--- src/rtl/watch_time_set_if.sv ---
// Button, running-time and edited-time signals between the watch setter and its neighbours.
// Master drives buttons and running time; slave returns edited time, load strobe and blink mask.
interface watch_time_set_if;
   logic       BTN_MODE;
   logic       BTN_INC;
   logic [3:0] CUR_H1;
   logic [3:0] CUR_H0;
   logic [3:0] CUR_M1;
   logic [3:0] CUR_M0;
   logic [3:0] SET_H1;
   logic [3:0] SET_H0;
   logic [3:0] SET_M1;
   logic [3:0] SET_M0;
   logic [3:0] SET_S1;
   logic [3:0] SET_S0;
   logic       LOAD;
   logic       SETTING;
   logic       BLINK_H;
   logic       BLINK_M;

   modport master (
      output BTN_MODE, BTN_INC, CUR_H1, CUR_H0, CUR_M1, CUR_M0,
      input  SET_H1, SET_H0, SET_M1, SET_M0, SET_S1, SET_S0,
      input  LOAD, SETTING, BLINK_H, BLINK_M
   );

   modport slave (
      input  BTN_MODE, BTN_INC, CUR_H1, CUR_H0, CUR_M1, CUR_M0,
      output SET_H1, SET_H0, SET_M1, SET_M0, SET_S1, SET_S0,
      output LOAD, SETTING, BLINK_H, BLINK_M
   );
endinterface

--- src/rtl/watch_time_set.sv ---
// Watch time setter: debounced MODE/INC buttons step HH then MM in BCD, commit with a one-cycle LOAD.
// Press acts 3+DEB_CYCLES edges after the raw rise; no backpressure, presses outside valid states are dropped.
module watch_time_set #(
   parameter logic [15:0] DEB_CYCLES     = 16'd50000,
   parameter logic [31:0] TIMEOUT_CYCLES = 32'd500000000,
   parameter logic [23:0] BLINK_CYCLES   = 24'd2500000
) (
   input logic             CLK_IN,
   input logic             RST,
   watch_time_set_if.slave bus
);

   typedef enum logic [1:0] {IDLE, SET_H, SET_M, COMMIT} state_t;

   // Index 0 is MODE, index 1 is INC.
   logic [1:0]  sync_a;
   logic [1:0]  sync_b;
   logic [1:0]  deb_lvl;
   logic [1:0]  press;
   logic [15:0] deb_cnt [2];

   always_ff @(posedge CLK_IN or negedge RST) begin
      if (!RST) begin
         sync_a     <= '0;
         sync_b     <= '0;
         deb_lvl    <= '0;
         press      <= '0;
         deb_cnt[0] <= '0;
         deb_cnt[1] <= '0;
      end else begin
         sync_a <= {bus.BTN_INC, bus.BTN_MODE};
         sync_b <= sync_a;
         for (int i = 0; i < 2; i++) begin
            press[i] <= 1'b0;
            if (sync_b[i] == deb_lvl[i]) begin
               deb_cnt[i] <= '0;
            end else if (deb_cnt[i] == DEB_CYCLES - 16'd1) begin
               deb_cnt[i] <= '0;
               deb_lvl[i] <= sync_b[i];
               press[i]   <= sync_b[i];
            end else begin
               deb_cnt[i] <= deb_cnt[i] + 16'd1;
            end
         end
      end
   end

   logic mode_p;
   logic inc_p;
   assign mode_p = press[0];
   assign inc_p  = press[1];

   state_t      state;
   logic [3:0]  h1, h0, m1, m0;
   logic        load, setting, blink_h, blink_m, toggle;
   logic [31:0] tmo_cnt;
   logic [23:0] blink_cnt;

   logic cap_h_ok;
   logic cap_m_ok;
   assign cap_h_ok = ((bus.CUR_H1 < 4'd2) && (bus.CUR_H0 <= 4'd9)) ||
                     ((bus.CUR_H1 == 4'd2) && (bus.CUR_H0 <= 4'd3));
   assign cap_m_ok = (bus.CUR_M1 <= 4'd5) && (bus.CUR_M0 <= 4'd9);

   logic [3:0] h1_inc, h0_inc, m1_inc, m0_inc;

   always_comb begin
      h1_inc = h1;
      h0_inc = h0 + 4'd1;
      if (h1 == 4'd2 && h0 == 4'd3) begin
         h1_inc = 4'd0;
         h0_inc = 4'd0;
      end else if (h0 == 4'd9) begin
         h1_inc = h1 + 4'd1;
         h0_inc = 4'd0;
      end
      m1_inc = m1;
      m0_inc = m0 + 4'd1;
      if (m0 == 4'd9) begin
         m0_inc = 4'd0;
         m1_inc = (m1 == 4'd5) ? 4'd0 : m1 + 4'd1;
      end
   end

   // Later non-blocking writes in a branch override the free-running blink/timeout step.
   always_ff @(posedge CLK_IN or negedge RST) begin
      if (!RST) begin
         state     <= IDLE;
         h1        <= '0;
         h0        <= '0;
         m1        <= '0;
         m0        <= '0;
         load      <= 1'b0;
         setting   <= 1'b0;
         blink_h   <= 1'b0;
         blink_m   <= 1'b0;
         toggle    <= 1'b0;
         tmo_cnt   <= '0;
         blink_cnt <= '0;
      end else begin
         case (state)
            IDLE: begin
               load <= 1'b0;
               if (mode_p) begin
                  h1        <= cap_h_ok ? bus.CUR_H1 : 4'd0;
                  h0        <= cap_h_ok ? bus.CUR_H0 : 4'd0;
                  m1        <= cap_m_ok ? bus.CUR_M1 : 4'd0;
                  m0        <= cap_m_ok ? bus.CUR_M0 : 4'd0;
                  state     <= SET_H;
                  setting   <= 1'b1;
                  tmo_cnt   <= '0;
                  blink_cnt <= '0;
                  toggle    <= 1'b0;
                  blink_h   <= 1'b0;
                  blink_m   <= 1'b0;
               end
            end
            SET_H, SET_M: begin
               tmo_cnt <= tmo_cnt + 32'd1;
               if (blink_cnt == BLINK_CYCLES - 24'd1) begin
                  blink_cnt <= '0;
                  toggle    <= ~toggle;
                  blink_h   <= ~toggle & (state == SET_H);
                  blink_m   <= ~toggle & (state == SET_M);
               end else begin
                  blink_cnt <= blink_cnt + 24'd1;
               end

               if (mode_p || inc_p) begin
                  tmo_cnt   <= '0;
                  blink_cnt <= '0;
                  toggle    <= 1'b0;
                  blink_h   <= 1'b0;
                  blink_m   <= 1'b0;
                  if (mode_p && state == SET_H) begin
                     state <= SET_M;
                  end else if (mode_p) begin
                     state   <= COMMIT;
                     setting <= 1'b0;
                     load    <= 1'b1;
                  end else if (state == SET_H) begin
                     h1 <= h1_inc;
                     h0 <= h0_inc;
                  end else begin
                     m1 <= m1_inc;
                     m0 <= m0_inc;
                  end
               end else if (tmo_cnt == TIMEOUT_CYCLES - 32'd1) begin
                  state     <= IDLE;
                  setting   <= 1'b0;
                  tmo_cnt   <= '0;
                  blink_cnt <= '0;
                  toggle    <= 1'b0;
                  blink_h   <= 1'b0;
                  blink_m   <= 1'b0;
               end
            end
            default: begin
               load  <= 1'b0;
               state <= IDLE;
            end
         endcase
      end
   end

   assign bus.SET_H1  = h1;
   assign bus.SET_H0  = h0;
   assign bus.SET_M1  = m1;
   assign bus.SET_M0  = m0;
   assign bus.SET_S1  = 4'd0;
   assign bus.SET_S0  = 4'd0;
   assign bus.LOAD    = load;
   assign bus.SETTING = setting;
   assign bus.BLINK_H = blink_h;
   assign bus.BLINK_M = blink_m;

endmodule

--- src/flat_wrapper.sv ---
// flat-port wrapper written by rule: the top's interface ports become plain ports
module watch_time_set_flat 
#(
   parameter logic [15:0] DEB_CYCLES     = 16'd50000,
   parameter logic [31:0] TIMEOUT_CYCLES = 32'd500000000,
   parameter logic [23:0] BLINK_CYCLES   = 24'd2500000
)
  (CLK_IN, RST, bus_BTN_MODE, bus_BTN_INC, bus_CUR_H1, bus_CUR_H0, bus_CUR_M1, bus_CUR_M0, bus_SET_H1, bus_SET_H0, bus_SET_M1, bus_SET_M0, bus_SET_S1, bus_SET_S0, bus_LOAD, bus_SETTING, bus_BLINK_H, bus_BLINK_M);
  watch_time_set_if bus_i ();
  input logic CLK_IN;
  input logic RST;
  input wire logic [$bits(bus_i.BTN_MODE)-1:0] bus_BTN_MODE;
  input wire logic [$bits(bus_i.BTN_INC)-1:0] bus_BTN_INC;
  input wire logic [$bits(bus_i.CUR_H1)-1:0] bus_CUR_H1;
  input wire logic [$bits(bus_i.CUR_H0)-1:0] bus_CUR_H0;
  input wire logic [$bits(bus_i.CUR_M1)-1:0] bus_CUR_M1;
  input wire logic [$bits(bus_i.CUR_M0)-1:0] bus_CUR_M0;
  output wire logic [$bits(bus_i.SET_H1)-1:0] bus_SET_H1;
  output wire logic [$bits(bus_i.SET_H0)-1:0] bus_SET_H0;
  output wire logic [$bits(bus_i.SET_M1)-1:0] bus_SET_M1;
  output wire logic [$bits(bus_i.SET_M0)-1:0] bus_SET_M0;
  output wire logic [$bits(bus_i.SET_S1)-1:0] bus_SET_S1;
  output wire logic [$bits(bus_i.SET_S0)-1:0] bus_SET_S0;
  output wire logic [$bits(bus_i.LOAD)-1:0] bus_LOAD;
  output wire logic [$bits(bus_i.SETTING)-1:0] bus_SETTING;
  output wire logic [$bits(bus_i.BLINK_H)-1:0] bus_BLINK_H;
  output wire logic [$bits(bus_i.BLINK_M)-1:0] bus_BLINK_M;
  assign bus_i.BTN_MODE = bus_BTN_MODE;
  assign bus_i.BTN_INC = bus_BTN_INC;
  assign bus_i.CUR_H1 = bus_CUR_H1;
  assign bus_i.CUR_H0 = bus_CUR_H0;
  assign bus_i.CUR_M1 = bus_CUR_M1;
  assign bus_i.CUR_M0 = bus_CUR_M0;
  assign bus_SET_H1 = bus_i.SET_H1;
  assign bus_SET_H0 = bus_i.SET_H0;
  assign bus_SET_M1 = bus_i.SET_M1;
  assign bus_SET_M0 = bus_i.SET_M0;
  assign bus_SET_S1 = bus_i.SET_S1;
  assign bus_SET_S0 = bus_i.SET_S0;
  assign bus_LOAD = bus_i.LOAD;
  assign bus_SETTING = bus_i.SETTING;
  assign bus_BLINK_H = bus_i.BLINK_H;
  assign bus_BLINK_M = bus_i.BLINK_M;
  watch_time_set #(.DEB_CYCLES(DEB_CYCLES), .TIMEOUT_CYCLES(TIMEOUT_CYCLES), .BLINK_CYCLES(BLINK_CYCLES)) u_core (.CLK_IN(CLK_IN), .RST(RST), .bus(bus_i));
endmodule
--- config.mk ---
export PLATFORM = sky130hd
export DESIGN_NAME = watch_time_set_flat
export DESIGN_NICKNAME = d
export VERILOG_FILES = /design/src/rtl/watch_time_set_if.sv /design/src/rtl/watch_time_set.sv /design/src/flat_wrapper.sv
export SDC_FILE = /design/constraint.sdc
export NUM_CORES = 1
export LEC_CHECK = 0
export ABC_CLOCK_PERIOD_IN_PS = 2400
export CAP_MARGIN = 20
export CELL_PAD_IN_SITES_DETAIL_PLACEMENT = 2
export CELL_PAD_IN_SITES_GLOBAL_PLACEMENT = 2
export CORE_UTILIZATION = 35
export DETAILED_ROUTE_END_ITERATION = 16
export PLACE_DENSITY_LB_ADDON = 0.1
export SLEW_MARGIN = 40
export SYNTH_ARGS = -nofsm -noshare
export SYNTH_HDL_FRONTEND = slang
export SYNTH_SLANG_ARGS = --single-unit
export TNS_END_PERCENT = 30
--- constraint.sdc ---
create_clock -name CLK_IN -period 2.4 [get_ports CLK_IN]
set_input_delay 0.48 -clock CLK_IN [delete_from_list [all_inputs] [get_ports CLK_IN]]
set_output_delay 0.48 -clock CLK_IN [all_outputs]
set_load 0.03 [all_outputs]
Yosys cells after proc, flatten, opt, wreduce, memory -nomap -nowiden
Index checks and enable logic that the tools add are counted.

Output and inout bits: 28. Register bits: 119. Input port bits: 20. Word-level logic and storage cells: 165.

Order comparisons: 5. Bitwise logic cells: 5. Multiplexer cells: 79. Reductions and logical operators: 21. Equality and inequality tests: 28. Add/sub/neg operators: 8.

Operators by type and width (count): $mux 4 (31); $mux 24 (4); $mux 32 (3); $mux 16 (4); $pmux 32 s2 (1); $pmux 24 s2 (1); $add 16x1->16 const B (2); $add 32x1->32 const B (1); $eq 16x16->1 const B (2); $eq 32x29->1 const B (1); $pmux 4 s2 (4); $add 24x1->24 const B (1); $eq 24x22->1 const B (1); $mux 1 (21); $add 4x1->4 const B (4); $reduce_and 7->1 (2); $eq 4x2->1 const B (3); $reduce_and 6->1 (2); $mux 2 (5); $ne 2x1->1 const B (5); $reduce_and 3->1 (3); $eq 4x4->1 const B (2); $le 4x4->1 const B (2); $pmux 1 s2 (4); other kinds (23) (37).

Logic depth before layout (Yosys ltp)
Depth in word-level cells: 8. Mapped depth: 9. Mapped depth without buffers: 7.

Worst setup path after synthesis
Ideal clock, no wire load.

Path type: reg2reg. Start: register u_core.h1[1], in the netlist u_core.bus.SET_H1[1]. End: register u_core.h0[1], in the netlist u_core.bus.SET_H0[1]. Cell stages (with the launch flop): 7. Clock period less this slack: 2039 ps. Library setup time: 139 ps. Path buffers: 0. Arrival time: 1900 ps. Setup slack: 361 ps. Cell sequence: dfrtp_1 ha_1 or4b_2 o211ai_2 nor2_1 a211oi_1 a21oi_1.

Longest elaborated chain between the ends: 8.

RTL lines: start, declared (line watch_time_set.sv:54) `logic [3:0] h1, h0, m1, m0;`; start signal, assigned (line watch_time_set.sv:105) `h1 <= cap_h_ok ? bus.CUR_H1 : 4'd0;`; start signal, assigned (line watch_time_set.sv:142) `h1 <= h1_inc;`; $eq 4x2->1 (line watch_time_set.sv:70) `if (h1 == 4'd2 && h0 == 4'd3) begin`; $logic_and 1x1->1 (line watch_time_set.sv:70); $mux 4 (line watch_time_set.sv:70); $mux 4 (line watch_time_set.sv:141) `end else if (state == SET_H) begin`; $mux 4 (line watch_time_set.sv:137) `end else if (mode_p) begin`; $mux 4 (line watch_time_set.sv:135) `if (mode_p && state == SET_H) begin`; $mux 4 (line watch_time_set.sv:129) `if (mode_p || inc_p) begin`; $pmux 4 s2 (line watch_time_set.sv:101) `case (state)`; end signal, assigned (line watch_time_set.sv:106) `h0 <= cap_h_ok ? bus.CUR_H0 : 4'd0;`; end signal, assigned (line watch_time_set.sv:143) `h0 <= h0_inc;`; end, declared (line watch_time_set.sv:54).

No other way between the ends. The select of a mux whose other input is x is not followed. A chain may end at the register's enable or synchronous reset.

Final worst setup path
Start: register u_core.state[1]. End: register u_core.m0[3], in the netlist u_core.bus.SET_M0[3].

Longest elaborated chain between the ends: 4. Elaborated cells on any way between the ends: 13.

RTL lines: start, declared (line watch_time_set.sv:53) `state_t state;`; start signal, assigned (line watch_time_set.sv:88) `state <= IDLE;`; start signal, assigned (line watch_time_set.sv:109) `state <= SET_H;`; start signal, assigned (line watch_time_set.sv:136) `state <= SET_M;`; $eq 2x2->1 / $eq 2x1->1 (equally long branches) (line watch_time_set.sv:101, watch_time_set.sv:135, watch_time_set.sv:141); $reduce_or 2->1 / $logic_and 1x1->1 (equally long branches) (line watch_time_set.sv:101, watch_time_set.sv:135); $ne 2x2->1 (no source line), or another cell as far along; $reduce_and 6->1 (no source line); end signal, assigned (line watch_time_set.sv:108) `m0 <= cap_m_ok ? bus.CUR_M0 : 4'd0;`; end signal, assigned (line watch_time_set.sv:146) `m0 <= m0_inc;`; end, declared (line watch_time_set.sv:54).

Several ways; a longest one is shown, not always the timed one.

==> results.yml <==
cts:
  cts_resized: 0
  worst_setup_hold_path_clk_slew_ps: 60
  cts_root_cell: "clkbuf_16"
  clock_path_buffers: 2
  cts_tree: "done"
  clock_tree.htree_level_count: 4
  cts_setup_buffers: 0
  clock_latency_on_the_worst_skew_pair_ps: 420
  post_cts_hold_buffer_count: 0
  numCtsBuffers: 17
  numClockSinks: 119
route:
  antenna_violating_nets_post_route: 0
  avgViaCountPerCell: 5.26
  drc_errors_left: 0
  first_iter_violations: 157
  post_drt_wl_per_cell_um: 17.8
  routed_wl_um: 17200
  detailroute.via_count: 5075
  drt_pass1_iterations: 6
grt:
  grt_first_pass_wirelength_um: 28400
  pin_count_of_the_biggest_net_entering_global_routing: 44
  via_count_of_the_first_global_routing_pass: 5670
  global_route.usage.total_pct: 19.7
  grt-ovfl-total: 0
  initial_antenna_violation_count: 0
synth:
  ys_async_sr_fraction_pct: 100
  top_area_cells_in_the_synthesized_netlist: "dfrtp_1, nor2_1, xor2_1"
  total_standard_cell_area_after_synthesis_um2: 6390
  synth.largest_area_cell: "dfrtp_1"
  synth-edff-count: 0
  ys_seq_elements: 119
  post_synth_num_cell_types: 72
  synth_seq_area_share_pct: 46.6
  ys_top_cells_by_count: "dfrtp_1, nor2_1, nand2_1"
  synth_ff_type: "dfrtp_1"
  syn-mean-instance-area_um2: 9.64
  synth_most_common_cell: "dfrtp_1"
  synthesis.instances: 663
  yosysWarningCount: 0
  yosys.area.top_type_share_pct: 46.6
timing:
  count_of_final_max_slew_check_failures: 0
  hold_viol: 0
  fin_worst_skew_ps: 7.29
  final_period_minus_worst_setup_slack_ps: 2270
  tightestPinTransition_ps: 716
  timing.max_slew.rel_slack_pct: 52.3
  timing.final.setup_violations: 0
  rsz0062_at_grt: "no"
  post-route-worst-setup-slack_ps: 134
  min_period_over_period_pct: 94.4
  fmaxAchievable_mhz: 441
  totalNegativeSetupSlack_ps: 0
floorplan:
  ioPinCount: 48
  initial_core_util_pct: 35.7
  core_area_um2: 17900
  die_area_um2: 18800
  fp.dieH_um: 137
  std_cell_rows: 49
  die_w_um: 137
placement:
  gp_congestion: 0.773
  place_hpwl_um: 11800
  place_area_um2: 7070
  place_ws_ps: 62.7
  port_buffers: 39
power:
  p_comb_share_pct: 2.8
  power_frac_seq_pct: 39.7
  leakagePower_nw: 3.31
  share_clk_of_total_power_pct: 57.4
  intPower_mw: 4.03
  power.net_switching_mw: 1.08
  power_density_nw_per_um2: 659
  sw_frac_of_total_pct: 21.1
  worst_ir_drop_vdd_v: 0.000490
min_path:
  hold_removal_path_class: "in -> async"
final_layout:
  num-nets-final: 756
  final_layout_size_suffix_gt1_share_pct: 11.5
  syn2layout_area_growth_pct: 21.4
  nFillCells: 1922
  post-route-util_pct: 43.3
  diodes: 0
  finish.instance_area_um2: 7750
job:
  max-cap-violations: 0
setup_path:
  critPathArrivalTime_ps: 2570
  setup.worst_path.end_class: "flop"
  setup.worst_path.start_class: "flop"
  cp.required_ps: 2700
  path_class: "reg -> reg"
  crit_fanout: 6
outcome:
  outcome: "complete, no violations"
## path summary, 6_finish.rpt
| path | from | endpoint | slack (ps) | cells after the start |
|---|---|---|---|---|
| setup / recovery | u_core.state[1]$_DFFE_PN0P_ | u_core.bus.SET_M0[3]$_DFFE_PN0P_ | 130 | 6 |
| hold / removal | RST | u_core.bus.SET_M1[1]$_DFFE_PN0P_ | 30 | 1 |
| setup reg to reg | u_core.state[1]$_DFFE_PN0P_ | u_core.bus.SET_M0[3]$_DFFE_PN0P_ | 130 | 6 |
| hold reg to reg | u_core.sync_a[1]$_DFF_PN0_ | u_core.sync_b[1]$_DFF_PN0_ | 350 | 0 |
| max in group asynchronous | RST | u_core.blink_cnt[8]$_DFFE_PN0P_ | 1730 | 2 |
| min in group CLK_IN | u_core.sync_a[1]$_DFF_PN0_ | u_core.sync_b[1]$_DFF_PN0_ | 350 | 0 |
## flip-flops by register name (all words and copies together) (netlist names), 4 cells and up
name and count:
u_core.bus.SET_M1 4, u_core.bus.SET_M0 4, u_core.deb_cnt 32, u_core.tmo_cnt 32, u_core.bus.SET_H1 4, u_core.bus.SET_H0 4, u_core.blink_cnt 24
## critical path, stage by stage (launching register included)
cell	delay, ps
dfrtp_1	430
inv_1	110
ha_1	400
a2111oi_4	520
a21boi_0	350
inv_1	90
a22o_1	240
## kinds of logic after synthesis
kind of cell               count (synthesis)  synth area share [%]
DFF                                      119                  46.6
AOI/OAI and AO/OA                         69                  7.38
and+or+nand+nor                          328                  26.9
xor gates and xnor gates                  82                  11.2
adders and majority gates                 13                  2.55
buffers and inverters                     48                  4.72
other                                      1                0.0587
muxes                                      3                 0.509
## layout make-up
class | count | area [µm²] | area share [%]
repair buffers | 61 | 591 | 7.62
multi-input cells | 504 | 3150 | 40.6
clock inverters | 15 | 249 | 3.21
inverters | 20 | 75.1 | 0.968
clock buffers | 17 | 425 | 5.49
flip-flops and latches | 119 | 2980 | 38.4
well taps | 229 | 287 | 3.70
## power by group through the flow
stage          logic, mW  clock network, mW  registers [mW]
2_1_floorplan     0.0569                  0            2.06
3_3_place_gp       0.144                  0            2.06
3_5_place_dp       0.148                  0            2.07
5_1_grt            0.162               3.09            2.03
6_report           0.144               2.93            2.03
4_1_cts            0.151               3.00            2.03
## cell usage in the layout (no fill, tap or decap), types with 8 or more instances in the layout
cell	netlist	layout
dfrtp_1	119	119
nor2_1	110	110
nand2_1	48	48
xor2_1	47	47
nand3_1	40	40
clkdlybuf4s50_1	0	38
xnor2_1	35	35
nand4_1	32	32
o21ai_0	25	25
inv_1	20	20
buf_4	12	20
and3_1	18	18
clkbuf_16	0	17
nor3_1	16	16
a21oi_1	13	13
ha_1	13	13
nor4_1	8	8
conb_1	1	8
## routing by layer
metal	share of wire, %	vias up	GRT usage, %
li1	-	2394	-
met1	44	2599	23.1
met2	52	66	35.3
met3	2.6	16	4.41
met4	1.2	0	6.65
met5	0	-	0
## metrics by stage
stage	hold slack, ps	cells	power, mW
after CTS	41.5	964	5.19
final	28.5	965	5.11
after detailed placement	345	932	2.21
after global routing	65.3	965	5.29
after global placement	334	932	2.21
after floorplan	184	670	2.12
No activity file was read; power rests on OpenSTA's default activity.
